**src/rtl/puf_array_pkg.sv**
```systemverilog
// puf_array_pkg: shared types and constants for the PUF array controller.
// Holds the sequencer state enum, synchroniser depth and a latency helper.
package puf_array_pkg;

    typedef enum logic [2:0] {
        IDLE,
        ARM,
        EVAL,
        SYNC,
        SAMPLE,
        DONE
    } puf_state_e;

    localparam int SYNC_STAGES = 2;

    // Cycles from the start request cycle to the done pulse, one evaluation.
    function automatic int puf_latency(input int arm_cyc, input int eval_cyc);
        int e;
        e = (eval_cyc < 1) ? 1 : eval_cyc;
        return 1 + arm_cyc + e + SYNC_STAGES + 2;
    endfunction

endpackage

```
**src/rtl/puf_array_if.sv**
```systemverilog
// puf_array_if: request/response bundle between the pad logic and the controller.
// master drives start/puf_sel/length/eval_cyc; slave returns busy/done/resp/length_o.
interface puf_array_if #(
    parameter int N_PUF  = 4,
    parameter int EVAL_W = 8
);
    localparam int SEL_W = $clog2(N_PUF);

    logic              start;
    logic [SEL_W-1:0]  puf_sel;
    logic [1:0]        length;
    logic [EVAL_W-1:0] eval_cyc;
    logic              busy;
    logic              done;
    logic              resp;
    logic [1:0]        length_o;

    modport master (
        output start, puf_sel, length, eval_cyc,
        input  busy, done, resp, length_o
    );

    modport slave (
        input  start, puf_sel, length, eval_cyc,
        output busy, done, resp, length_o
    );

endinterface

```
**src/rtl/puf_chal_sreg.sv**
```systemverilog
// puf_chal_sreg: challenge shift register, MSB-first serial out.
// Ports: clk, reset (sync, active-high), en, si in; so, q out.
module puf_chal_sreg #(
    parameter int CHAL_W = 128
) (
    input  logic              clk,
    input  logic              reset,
    input  logic              en,
    input  logic              si,
    output logic              so,
    output logic [CHAL_W-1:0] q
);

    always_ff @(posedge clk) begin
        if (reset) begin
            q <= '0;
        end else if (en) begin
            q <= {q[CHAL_W-2:0], si};
        end
    end

    assign so = q[CHAL_W-1];

endmodule

```
**src/rtl/puf_array_ctrl.sv**
```systemverilog
// puf_array_ctrl: challenge register plus arm/eval/sync/sample sequencer for N_PUF channels.
// Ports: clk, reset (sync, active-high); si/shift_en/so challenge scan; challenge,
// puf_reset, puf_out to the channels; bus (slave) carries start/puf_sel/length/eval_cyc
// in and busy/done/resp/length_o out. Define PUF_VOTE_EN for VOTES-way majority voting.
module puf_array_ctrl
    import puf_array_pkg::*;
#(
    parameter int N_PUF   = 4,
    parameter int CHAL_W  = 128,
    parameter int ARM_CYC = 4,
    parameter int EVAL_W  = 8,
    parameter int VOTES   = 5
) (
    input  logic              clk,
    input  logic              reset,
    input  logic              si,
    input  logic              shift_en,
    output logic              so,
    output logic [CHAL_W-1:0] challenge,
    output logic [N_PUF-1:0]  puf_reset,
    input  logic [N_PUF-1:0]  puf_out,
    puf_array_if.slave        bus
);

    localparam int SEL_W = $clog2(N_PUF);
    localparam int ARM_W = $clog2(ARM_CYC + 1);
    localparam int CNT_W = (ARM_W > EVAL_W) ? ARM_W : EVAL_W;

    puf_state_e             state;
    puf_state_e             state_n;
    logic [CNT_W-1:0]       cnt;
    logic [CNT_W-1:0]       cnt_n;
    logic [SEL_W-1:0]       sel_q;
    logic [EVAL_W-1:0]      eval_q;
    logic [SYNC_STAGES-1:0] sync_q;
    logic [N_PUF-1:0]       sel_oh;
    logic                   idle;
    logic                   accept;
    logic                   released;
    logic                   puf_bit;
    logic                   sample_bit;
    logic                   last_vote;
    logic                   vote_res;

    assign idle   = (state == IDLE);
    assign accept = idle & bus.start;

    puf_chal_sreg #(.CHAL_W(CHAL_W)) u_sreg (
        .clk   (clk),
        .reset (reset),
        .en    (idle & shift_en),
        .si    (si),
        .so    (so),
        .q     (challenge)
    );

    // An out-of-range select decodes to all zeros: nothing released, bit reads 0.
    always_comb begin
        sel_oh = '0;
        for (int i = 0; i < N_PUF; i++) begin
            sel_oh[i] = (sel_q == SEL_W'(i));
        end
    end

    assign released   = (state == EVAL) | (state == SYNC);
    assign puf_reset  = ~(sel_oh & {N_PUF{released}});
    assign puf_bit    = |(puf_out & sel_oh);
    assign sample_bit = sync_q[SYNC_STAGES-1];

`ifdef PUF_VOTE_EN
    localparam int VC_W = $clog2(VOTES + 1);

    logic [VC_W-1:0] vcnt;
    logic [VC_W-1:0] ones;
    logic [VC_W-1:0] ones_n;

    assign ones_n    = ones + VC_W'(sample_bit);
    assign last_vote = (vcnt == VC_W'(VOTES - 1));
    assign vote_res  = (ones_n > VC_W'(VOTES / 2));

    always_ff @(posedge clk) begin
        if (reset || accept) begin
            vcnt <= '0;
            ones <= '0;
        end else if (state == SAMPLE) begin
            vcnt <= vcnt + VC_W'(1);
            ones <= ones_n;
        end
    end
`else
    assign last_vote = 1'b1;
    assign vote_res  = sample_bit;
`endif

    always_comb begin
        state_n = state;
        cnt_n   = cnt;
        unique case (state)
            IDLE: begin
                if (bus.start) begin
                    state_n = ARM;
                    cnt_n   = CNT_W'(ARM_CYC - 1);
                end
            end
            ARM: begin
                if (cnt == '0) begin
                    state_n = EVAL;
                    cnt_n   = CNT_W'(eval_q) - CNT_W'(1);
                end else begin
                    cnt_n = cnt - CNT_W'(1);
                end
            end
            EVAL: begin
                if (cnt == '0) begin
                    state_n = SYNC;
                    cnt_n   = CNT_W'(SYNC_STAGES - 1);
                end else begin
                    cnt_n = cnt - CNT_W'(1);
                end
            end
            SYNC: begin
                if (cnt == '0) begin
                    state_n = SAMPLE;
                end else begin
                    cnt_n = cnt - CNT_W'(1);
                end
            end
            SAMPLE: begin
                if (last_vote) begin
                    state_n = DONE;
                end else begin
                    state_n = ARM;
                    cnt_n   = CNT_W'(ARM_CYC - 1);
                end
            end
            DONE: begin
                state_n = IDLE;
            end
            default: begin
                state_n = IDLE;
            end
        endcase
    end

    always_ff @(posedge clk) begin
        if (reset) begin
            state        <= IDLE;
            cnt          <= '0;
            sel_q        <= '0;
            eval_q       <= '0;
            sync_q       <= '0;
            bus.length_o <= '0;
            bus.busy     <= 1'b0;
            bus.done     <= 1'b0;
            bus.resp     <= 1'b0;
        end else begin
            state    <= state_n;
            cnt      <= cnt_n;
            sync_q   <= {sync_q[SYNC_STAGES-2:0], puf_bit};
            bus.done <= 1'b0;
            if (accept) begin
                sel_q        <= bus.puf_sel;
                eval_q       <= (bus.eval_cyc == '0) ? EVAL_W'(1) : bus.eval_cyc;
                bus.length_o <= bus.length;
                bus.busy     <= 1'b1;
            end
            if (state == SAMPLE && last_vote) begin
                bus.done <= 1'b1;
                bus.resp <= vote_res;
            end
            if (state == DONE) begin
                bus.busy <= 1'b0;
            end
        end
    end

endmodule
```
**src/flat_wrapper.sv**
```systemverilog
// flat-port wrapper written by rule: the top's interface ports become plain ports
module puf_array_ctrl_flat import puf_array_pkg::*;
#(
    parameter int N_PUF   = 4,
    parameter int CHAL_W  = 128,
    parameter int ARM_CYC = 4,
    parameter int EVAL_W  = 8,
    parameter int VOTES   = 5
)
  (clk, reset, si, shift_en, so, challenge, puf_reset, puf_out, bus_start, bus_puf_sel, bus_length, bus_eval_cyc, bus_busy, bus_done, bus_resp, bus_length_o);
  puf_array_if #(.N_PUF(N_PUF), .EVAL_W(EVAL_W)) bus_i ();
  input  logic clk;
  input  logic reset;
  input  logic si;
  input  logic shift_en;
  output logic so;
  output logic [CHAL_W-1:0] challenge;
  output logic [N_PUF-1:0] puf_reset;
  input  logic [N_PUF-1:0] puf_out;
  input wire logic [$bits(bus_i.start)-1:0] bus_start;
  input wire logic [$bits(bus_i.puf_sel)-1:0] bus_puf_sel;
  input wire logic [$bits(bus_i.length)-1:0] bus_length;
  input wire logic [$bits(bus_i.eval_cyc)-1:0] bus_eval_cyc;
  output wire logic [$bits(bus_i.busy)-1:0] bus_busy;
  output wire logic [$bits(bus_i.done)-1:0] bus_done;
  output wire logic [$bits(bus_i.resp)-1:0] bus_resp;
  output wire logic [$bits(bus_i.length_o)-1:0] bus_length_o;
  assign bus_i.start = bus_start;
  assign bus_i.puf_sel = bus_puf_sel;
  assign bus_i.length = bus_length;
  assign bus_i.eval_cyc = bus_eval_cyc;
  assign bus_busy = bus_i.busy;
  assign bus_done = bus_i.done;
  assign bus_resp = bus_i.resp;
  assign bus_length_o = bus_i.length_o;
  puf_array_ctrl #(.N_PUF(N_PUF), .CHAL_W(CHAL_W), .ARM_CYC(ARM_CYC), .EVAL_W(EVAL_W), .VOTES(VOTES)) u_core (.clk(clk), .reset(reset), .si(si), .shift_en(shift_en), .so(so), .challenge(challenge), .puf_reset(puf_reset), .puf_out(puf_out), .bus(bus_i));
endmodule
```
**config.mk**
```make
export PLATFORM = sky130hd
export DESIGN_NAME = puf_array_ctrl_flat
export DESIGN_NICKNAME = d
export VERILOG_FILES = /design/src/rtl/puf_array_pkg.sv /design/src/rtl/puf_array_if.sv /design/src/rtl/puf_chal_sreg.sv /design/src/rtl/puf_array_ctrl.sv /design/src/flat_wrapper.sv
export SDC_FILE = /design/constraint.sdc
export NUM_CORES = 1
export LEC_CHECK = 0
export CAP_MARGIN = 15
export CORE_UTILIZATION = 45
export CTS_BUF_LIST = sky130_fd_sc_hd__clkbuf_4
export CTS_CLUSTER_DIAMETER = 60
export DETAILED_ROUTE_END_ITERATION = 6
export PLACE_DENSITY = 0.75
export SLEW_MARGIN = 20
export SYNTH_ARGS = -nofsm -noshare
export SYNTH_HDL_FRONTEND = slang
export SYNTH_HIERARCHICAL = 1
export SYNTH_SLANG_ARGS = --single-unit
```
**constraint.sdc**
```tcl
create_clock -name clk -period 4.3 [get_ports clk]
set_clock_uncertainty 0.05 [all_clocks]
set_input_delay 0.43 -clock clk [delete_from_list [all_inputs] [get_ports clk]]
set_output_delay 0.43 -clock clk [all_outputs]
set_load 0.05 [all_outputs]
```
==> summary.md, run 1 <==
| Metric | Value |
|---|---|
| Status | `finished clean` |
| Mapped Cells | `slightly above 600` |
| DPL Wire Length | `between 8 and 9 mm` |
| Final Hold Fails | `0` |
| Worst Max-Slew Pin Slew | `746 ps` |
| IO Port Bufs | `roughly 160` |
| Fillers | `1190` |
| DP Cell Count | `roughly 900` |
| CTS resizes | `0` |
| Max_cap viols | `0` |
| Worst hold path type | `primary input to flop` |
| Hold Startpoint | `bus_length[1]` |
| Ys Warns | `6` |
| Antenna violations before repair | `0` |
| Worst setup EP type | `output port` |
| Clk buf depth | `2` |
| R2R Path Start | `u_core/cnt[0]$_SDFFE_PP0P_` |
| Commonest non-fill, non-tap cell in the layout | `clkdlybuf4s50_1` |
| Detail Route Antenna Nets | `0` |
| Crit share post-route | `0.732` |
| Max Slew Vio Count | `0` |
| Arrival time worst endpoint | `around 2700 ps` |
| Worst-path maximum fanout | `9` |
| Area contributors post-synth | `dfxtp_1 (51%), mux2i_1 (21%), nor2_1 (9.0%)` |
| Worst hold slack | `approximately 380 ps` |
| Share of the synthesized area in the top cell type | `0.510` |
| Leakage | `slightly above 3 nW` |
| Die width | `between 100 and 150 µm` |
| Effective utilization at floorplan | `0.462` |
| Synth Area in Compound Gates | `0.0476` |
| GPL Wtd Cong | `between 0.8 and 0.9` |
| Worst-path clk slew | `between 100 and 150 ps` |
| Pin count of the biggest net entering global routing | `85` |
| Main combinational cell family by area after synthesis | `multiplexers` |
| CTS buffer count | `17` |
| Clk_lat worst skew | `around 530 ps` |
| Worst Hold Depth | `3` |
| Syn Nets | `about 630` |
| Reg2reg end | `u_core/cnt[5]$_SDFFE_PP0P_` |
| TritonRoute pass-1 iters | `4` |
| Reg-to-reg setup timing slack | `~1900 ps` |
| CP Cell Sequence | `clkinv_1 -> or4_1 -> clkdlybuf4s50_1` |
| Avg WL per Cell | `about 14 µm` |
| CTS tree | `yes` |
| TNS Setup | `0 ps` |
| Core Box Area | `about 0.013 mm²` |
| Vias in the first global route | `4418` |
| Required @ worst endpoint | `3820 ps` |
| Final Routed Wirelength | `about 13 mm` |
| Leading area contributor after synthesis | `dfxtp_1` |
| Final Setup Violations | `0` |
| Post-synth cell types | `42` |
| Final Total Pwr | `3.41 mW` |
| Synthesized flop and latch total | `roughly 160` |
| Post-place setup slack | `about 1800 ps` |
| VDD IR-drop max | `around 0.24 mV` |
| Via count | `~4.7k` |
| Critical path class | `flop to output port` |
| Slowest CP cell | `clkdlybuf4s50_1` |
| Slowest stage delay, CP | `720 ps` |
| Register area share after synthesis | `0.510` |
| Post CTS Setup Buffer Count | `0` |
| Post-synthesis mux area share | `0.213` |
| Die Y | `roughly 120 µm` |
| Ports | `around 160` |
| Area delta synth->final | `29.1%` |
| XOR/XNOR Fraction of Synth Area | `0.0100` |
| Hold Path End | `u_core/bus.length_o[1]$_SDFFE_PP0P_` |
| Reg2reg path depth | `7` |
| Synth Area in Adders | `0.00409` |
| Commonest cells after routing, fill and taps aside | `clkdlybuf4s50_1 (157), dfxtp_1 (156), nor2_1 (146)` |
| Tmin final | `between 3000 and 4000 ps` |
| Synthesized-area fraction occupied by and/or/nand/nor cells | `0.150` |
| Post-CTS Hold Fix Bufs | `0` |
| Synthesized area | `a little over 0.006 mm²` |
| Normalized max-slew margin | `0.503` |
| H-tree depth | `4` |
| RSZ-0062 raised after global routing | `false` |
| ANT cells | `0` |
| Root Driver | `clkbuf_4` |
| Achievable clock frequency | `318 MHz` |
| Row Count | `between 40 and 50` |
| First-pass GRT wire length | `20.8 mm` |
| Power per Cell Area | `about 430 mW/mm²` |
| Avg Inst Size Synth | `between 10 and 15 µm²` |
| Die footprint | `0.0141 mm²` |
| Final WS setup | `1150 ps` |
| Layout cells sized above 1 | `0.0501` |
| Grt ovf | `0` |
| Post-Layout Cell Count | `934` |
| DRC Markers | `0` |
| Final nets | `around 770` |
| Critical Path Source Type | `flop` |
| DRT iter0 DRCs | `298` |
| CTS sink count | `156` |
| Vias per inst | `4.99` |
| Gr usage total | `0.182` |
kinds of logic after synthesis:
family / Yosys count
AO/OA/AOI/OAI: 49
XOR/XNOR: 7
adder cells (fa/ha/maj): 2
buffers and inverters: 46
flip-flops: 156
multiplexers: 129
AND/OR/NAND/NOR: 215
how the worst max path moves through the flow:
stage / slack (ps) / start / endpoint
after detailed placement: 1770 / u_core/state[1]$_SDFFE_PP0P_ / puf_reset[0]
after CTS: 1120 / u_core/state[1]$_SDFFE_PP0P_ / puf_reset[0]
after global routing: 1010 / u_core/state[1]$_SDFFE_PP0P_ / puf_reset[0]
after global placement: 1810 / u_core/state[1]$_SDFFE_PP0P_ / puf_reset[0]
final: 1150 / u_core/state[1]$_SDFFE_PP0P_ / puf_reset[0]
after floorplan: 2070 / u_core/cnt[0]$_SDFFE_PP0P_ / u_core/cnt[5]$_SDFFE_PP0P_
flip-flops by register name, indices dropped and copies added (netlist names):
signal               flops
u_core/cnt               8
u_core/bus.length_o      2
u_core/sync_q            2
u_core/u_sreg/q        128
u_core/sel_q             2
u_core/bus.done          1
u_core/bus.busy          1
u_core/state             3
u_core/eval_q            8
u_core/bus.resp          1
cells in the mapped netlist (all sizes together):
master    n
nor2    146
mux4      1
a21o      1
or3b      1
and2      1
clkbuf   20
nand3b    3
clkinv    1
nand2b    2
or4       5
nor2b     2
inv       5
a211oi    3
nand3     4
o31ai     3
a21oi    25
or3       3
o41ai     2
nor4b     3
or2b      1
xnor2     7
nor3b     3
mux2i   128
o32ai     1
nor4      2
buf      20
a2111o    1
o211ai    1
nand4     1
nor3      7
ha        2
o21ai     8
o22ai     2
o21a      1
o221ai    1
dfxtp   156
nand2    31
report_power, final:
part / switching [mW] / leakage [nW] / internal [mW] / total [mW]
logic: 0.503 / 1.62 / 0.375 / 0.878
clock network: 0.489 / 0.168 / 0.468 / 0.957
registers: 0.0756 / 1.26 / 1.50 / 1.57
worst max-delay path: cells and delay by family, from the launching register on:
family	cells	cell delay, ps
buffers and inverters	2	1050
flip-flops	1	530
AND/OR/NAND/NOR	1	550
through the flow:
step                      utilization  cell area [µm²]
after CTS                       0.597             7910
after global placement          0.573             7590
final                           0.597             7910
after detailed placement        0.573             7590
after global routing            0.597             7910
after floorplan                     -             6120
per-layer routing:
| layer | vias up | global-route usage | share of wire |
|---|---|---|---|
| li1 | 2328 | - | - |
| met1 | 2166 | 0.231 | 0.47 |
| met2 | 149 | 0.292 | 0.46 |
| met3 | 15 | 0.0550 | 0.059 |
| met4 | 0 | 0.0641 | 0.012 |
| met5 | - | 0 | 0 |
layout make-up:
class | instances | area [µm²] | area share
repair buffers | 162 | 1620 | 0.205
inverters | 6 | 22.5 | 0.00285
multi-input cells | 402 | 2600 | 0.329
well taps | 176 | 220 | 0.0279
flip-flops and latches | 156 | 3120 | 0.395
clock buffers | 19 | 143 | 0.0180
clock inverters | 13 | 171 | 0.0217
Note: power is estimated with default switching activity, not from simulation.
==> run 2, diff against run 1 <==
- clock period: 4.3 -> 3 ns (I/O delays scaled with it)
==> run 2 against run 1 <==
Final area increased by 0.90%. Critical path depth unchanged. Clock power grew 43%. Flip-flop and latch count is the same. Register-to-register slack lost 1300 ps. Utilization grew 0.54 points. Worst setup slack got worse by 890 ps. Total power rose by 45%. Routed wire length increased by 0.28%. Critical path type unchanged. Critical endpoint unchanged. Largest power group unchanged.
==> summary.md, run 2 (synthesis results as in run 1) <==
| Metric | Value |
|---|---|
| Clk buf depth | `2` |
| Final Hold Fails | `0` |
| Status | `finished clean` |
| Slowest stage delay, CP | `~580 ps` |
| Row Count | `42` |
| R2R Path Start | `u_core/cnt[0]$_SDFFE_PP0P_` |
| Via count | `4601` |
| TritonRoute pass-1 iters | `4` |
| Core Box Area | `approximately 0.013 mm²` |
| Fillers | `approximately 1.2k` |
| Worst-path clk slew | `about 110 ps` |
| Commonest non-fill, non-tap cell in the layout | `dfxtp_1` |
| Detail Route Antenna Nets | `0` |
| Antenna violations before repair | `0` |
| Hold Path End | `u_core/sync_q[1]$_SDFF_PP0_` |
| Final Routed Wirelength | `between 10 and 15 mm` |
| Worst-path maximum fanout | `9` |
| Met1 WL | `between 5 and 6 mm` |
| First-pass GRT wire length | `about 21 mm` |
| CTS buffer count | `17` |
| Post-CTS Hold Fix Bufs | `0` |
| Logic gate share of total power | `0.264` |
| Clock power share | `0.278` |
| Normalized max-slew margin | `0.540` |
| Final Setup Violations | `0` |
| Vias in the first global route | `~4.4k` |
| IO Port Bufs | `approximately 160` |
| Required @ worst endpoint | `about 2700 ps` |
| Avg WL per Cell | `13.6 µm` |
| Ports | `159` |
| Reg2reg end | `u_core/cnt[5]$_SDFFE_PP0P_` |
| Placed cell areas | `0.00766 mm²` |
| Area of the multi-input gates | `0.00260 mm²` |
| DR top layer | `met4` |
| CTS tree | `yes` |
| DRT iter0 DRCs | `~330` |
| Worst Hold Depth | `2` |
| Reg-to-reg setup timing slack | `roughly 600 ps` |
| Grt ovf | `0` |
| DRC Markers | `0` |
| Vias per inst | `between 4 and 5` |
| Area delta synth->final | `30.3%` |
| Switching Fraction | `0.310` |
| Max Slew Vio Count | `0` |
| DR WL met2 | `between 5 and 6 mm` |
| Largest Register | `u_core/u_sreg/q` |
| P_sw | `between 1.5 and 2 mW` |
| Worst hold path type | `primary input to flop` |
| H-tree depth | `4` |
| Worst hold slack | `between 150 and 200 ps` |
| GPL Wtd Cong | `0.882` |
| Arrival time worst endpoint | `about 2400 ps` |
| Tmin final | `between 2000 and 3000 ps` |
| DPL Wire Length | `between 8 and 9 mm` |
| Final nets | `about 770` |
| Die Y | `between 100 and 150 µm` |
| Critical Path Source Type | `flop` |
| Leakage | `3.07 nW` |
| CTS resizes | `1` |
| Sequential share of power | `0.458` |
| Fin util | `0.602` |
| Hold Startpoint | `reset` |
| Reg2reg path depth | `7` |
| Pint | `3.41 mW` |
| Max reg flops | `around 130` |
| CP Cell Sequence | `clkinvlp_4 -> or4_1 -> dlygate4sd2_1` |
| Clk_lat worst skew | `between 500 and 600 ps` |
| TNS Setup | `0 ps` |
| Worst setup EP type | `output port` |
| Fin area | `between 0.007 and 0.008 mm²` |
| Gr usage total | `0.183` |
| Commonest cells after routing, fill and taps aside | `dfxtp_1 (156), clkdlybuf4s50_1 (153), nor2_1 (146)` |
| Worst Max-Slew Pin Slew | `684 ps` |
| Post CTS Setup Buffer Count | `0` |
| Pin count of the biggest net entering global routing | `106` |
| FF+latch area | `0.00312 mm²` |
| Max_cap viols | `0` |
| CP Buf/Inv Count | `2` |
| Die width | `119 µm` |
| Achievable clock frequency | `around 370 MHz` |
| Power per Cell Area | `619 mW/mm²` |
| Met3 routed WL | `834 µm` |
| VDD IR-drop max | `between 0.3 and 0.4 mV` |
| Slowest CP cell | `dfxtp_1` |
| CTS sink count | `roughly 160` |
| Layout cells sized above 1 | `0.0514` |
| Crit share post-route | `0.912` |
| Root Driver | `clkbuf_4` |
| Critical path class | `flop to output port` |
| ANT cells | `0` |
| Effective utilization at floorplan | `0.462` |
| Die footprint | `between 0.01 and 0.015 mm²` |
| Top delay family on crit path | `buffers and inverters` |
| Biggest regs | `u_core/u_sreg/q x128, u_core/cnt x8, u_core/eval_q x8` |
| RSZ-0062 raised after global routing | `false` |
## run 2: worst max path at each step
| stage | start | to | slack, ps | cells past startpoint |
|---|---|---|---|---|
| 2_1_floorplan | u_core/cnt[0]$_SDFFE_PP0P_ | u_core/cnt[5]$_SDFFE_PP0P_ | 770 | 8 |
| 5_1_grt | u_core/state[1]$_SDFFE_PP0P_ | puf_reset[0] | 160 | 3 |
| 3_3_place_gp | u_core/state[1]$_SDFFE_PP0P_ | puf_reset[0] | 640 | 3 |
| 3_5_place_dp | u_core/state[1]$_SDFFE_PP0P_ | puf_reset[0] | 570 | 3 |
| 6_report | u_core/state[1]$_SDFFE_PP0P_ | puf_reset[0] | 260 | 3 |
| 4_1_cts | u_core/state[1]$_SDFFE_PP0P_ | puf_reset[1] | 50 | 4 |
## run 2: power by group through the flow
stage / clock [mW] / combinational [mW] / sequential (mW)
after floorplan: 0 / 1.22 / 2.29
after global placement: 0 / 1.29 / 2.29
after detailed placement: 0 / 1.30 / 2.30
after CTS: 1.41 / 1.30 / 2.25
after global routing: 1.50 / 1.41 / 2.27
final: 1.37 / 1.30 / 2.26
## run 2: per-stage QoR
step                std cells  power [mW]  setup WS, ps
floorplan                 604        3.51           768
global placement          905        3.58           638
detailed placement        905        3.60           567
CTS                       935        4.97          52.4
global route              935        5.18           160
finish                    935        4.94           264
## run 2: layer usage
| layer | vias to the layer above | track usage |
|---|---|---|
| li1 | 2331 | - |
| met1 | 2115 | 0.228 |
| met2 | 141 | 0.288 |
| met3 | 14 | 0.0589 |
| met4 | 0 | 0.0783 |
| met5 | - | 0 |
## run 2: cell type report
class,instances,share of cell area
sequential,156,0.392
multi-input combinational,402,0.326
timing repair buffer,165,0.213
tap,176,0.0276
clock buffer,21,0.0198
clock inverter,9,0.0182
inverter,6,0.00329
==> run 3, diff against run 2 <==
- SETUP_SLACK_MARGIN: not set -> 0.4
- TNS_END_PERCENT: not set -> 100
- clock period: 3 -> 3.1 ns (I/O delays scaled with it)
==> run 3 against run 2 <==
Clock power shrank 23%. Non-clock buffer count shrank 3. Flip-flop and latch count is the same. Cell count shrank 0.21%.
==> summary.md, run 3 (synthesis results as in run 1) <==
| Metric | Value |
|---|---|
| Status | `finished clean` |
| Clk buf depth | `2` |
| Placed cell areas | `roughly 0.0076 mm²` |
| RSZ-0062 raised after global routing | `false` |
| Worst hold path type | `primary input to flop` |
| First-pass GRT wire length | `between 20 and 25 mm` |
| Power per Cell Area | `~570 mW/mm²` |
| Slowest CP cell | `or4_1` |
| Slowest stage delay, CP | `between 400 and 500 ps` |
| Post-Layout Cell Count | `933` |
| Ports | `~160` |
| Grt ovf | `0` |
| Final Routed Wirelength | `around 13 mm` |
| Worst setup EP type | `output port` |
| Die Y | `about 120 µm` |
| Achievable clock frequency | `400 MHz` |
| Leakage | `roughly 3 nW` |
| CP Buf/Inv Count | `2` |
| IO Port Bufs | `about 160` |
| Final nets | `~770` |
| Final WS setup | `598 ps` |
| Area delta synth->final | `28.0%` |
| Post-place setup slack | `roughly 700 ps` |
| Normalized max-slew margin | `0.500` |
| Max reg flops | `roughly 130` |
| Final Total Pwr | `roughly 4.5 mW` |
| Top delay family on crit path | `buffers and inverters` |
| Die footprint | `about 0.014 mm²` |
| Antenna violations before repair | `0` |
| Vias in the first global route | `4267` |
| DPL Wire Length | `8.54 mm` |
| Biggest regs | `u_core/u_sreg/q x128, u_core/cnt x8, u_core/eval_q x8` |
| DRC Markers | `0` |
| H-tree depth | `4` |
| Clk_lat worst skew | `roughly 520 ps` |
| Gr usage total | `0.180` |
| Commonest non-fill, non-tap cell in the layout | `dfxtp_1` |
| TNS Setup | `0 ps` |
| VDD IR-drop max | `around 0.49 mV` |
| CP Cell Sequence | `clkinvlp_4 -> or4_1 -> dlygate4sd2_1` |
| Pin count of the biggest net entering global routing | `between 100 and 150` |
| Final Hold Fails | `0` |
| CTS tree | `yes` |
| Worst hold slack | `188 ps` |
| Largest Register | `u_core/u_sreg/q` |
| DRT iter0 DRCs | `381` |
| Crit share post-route | `0.807` |
| Fin util | `0.592` |
| Core Box Area | `around 0.013 mm²` |
| Layout cells sized above 1 | `0.0476` |
| Max Slew Vio Count | `0` |
| Fin area | `0.00784 mm²` |
| Root Driver | `clkbuf_4` |
| Commonest cells after routing, fill and taps aside | `dfxtp_1 (155), clkdlybuf4s50_1 (153), nor2_1 (146)` |
| CP Depth | `3` |
| TritonRoute pass-1 iters | `4` |
| Arrival time worst endpoint | `roughly 2100 ps` |
| Worst-path clk slew | `110 ps` |
| CTS buffer count | `17` |
| Detail Route Antenna Nets | `0` |
| Worst Hold Depth | `2` |
| Reg2reg path depth | `7` |
| Max_cap viols | `0` |
| DP Cell Count | `about 900` |
| Via count | `between 4k and 5k` |
| Vias per inst | `between 5 and 6` |
| ANT cells | `0` |
| Critical Path Source Type | `flop` |
| Worst-path maximum fanout | `9` |
| Post CTS Setup Buffer Count | `0` |
| Final Setup Violations | `0` |
| Required @ worst endpoint | `between 2000 and 3000 ps` |
| Row Count | `42` |
| Effective utilization at floorplan | `0.462` |
| Die width | `119 µm` |
| Worst Max-Slew Pin Slew | `745 ps` |
| CTS sink count | `156` |
| Critical path class | `flop to output port` |
| Avg WL per Cell | `approximately 13 µm` |
| GPL Wtd Cong | `around 0.9` |
| Tmin final | `2500 ps` |
==> run 3: cell types whose count changed in the layout (fill, tap and decap cells not counted), sizes merged <==
| cell | previous run | this run |
|---|---|---|
| bufinv | 4 | 1 |
| dlygate4sd2 | 1 | 4 |
| dlymetal6s2s | 3 | 0 |
| buf | 8 | 5 |
| clkinvlp | 1 | 2 |
| clkinv | 4 | 7 |
==> run 3: path summary, 6_finish.rpt <==
kind	start	end	slack, ps
hold reg to reg	u_core/sync_q[0]$_SDFF_PP0_	u_core/sync_q[1]$_SDFF_PP0_	410
hold / removal	reset	u_core/state[0]$_SDFFE_PP0P_	190
setup reg to reg	u_core/cnt[0]$_SDFFE_PP0P_	u_core/cnt[5]$_SDFFE_PP0P_	630
setup / recovery	u_core/state[1]$_SDFFE_PP0P_	puf_reset[0]	600
==> run 3: layout make-up <==
cell class                      count  area, µm²
Inverter                            6       26.3
Fill cell                        1195       5410
Timing Repair Buffer              162       1630
Clock buffer                       21        158
Clock inverter                     10       75.1
Multi-Input combinational cell    402       2600
Tap cell                          176        220
Sequential cell                   156       3120
==> run 3: worst reg2reg max path, cell delays in order, from the launching register on <==
cell and delay [ps]:
dfxtp_1 360, inv_1 70, ha_1 220, or3b_4 430
or3_1 470, or4_1 520, o32ai_1 180, a21o_1 130
==> run 3: what timing repair did <==
item / CTS / global route
gates resized for setup: 4 / 2
endpoints found under the setup margin: 4 / 4
hold buffers: 0 / 0
==> run 3: power by group <==
| group | switching (mW) | leakage [nW] | internal (mW) | total (mW) |
|---|---|---|---|---|
| logic | 0.701 | 1.61 | 0.523 | 1.22 |
| clock network | 0.642 | 0.131 | 0.416 | 1.06 |
| registers | 0.107 | 1.26 | 2.08 | 2.19 |
==> run 3: per-layer routing <==
layer	vias up	track usage	part of all wire
met1	2154	0.229	0.47
li1	2323	-	-
met2	173	0.278	0.45
met4	0	0.0823	0.021
met5	-	0	0
met3	26	0.0541	0.063
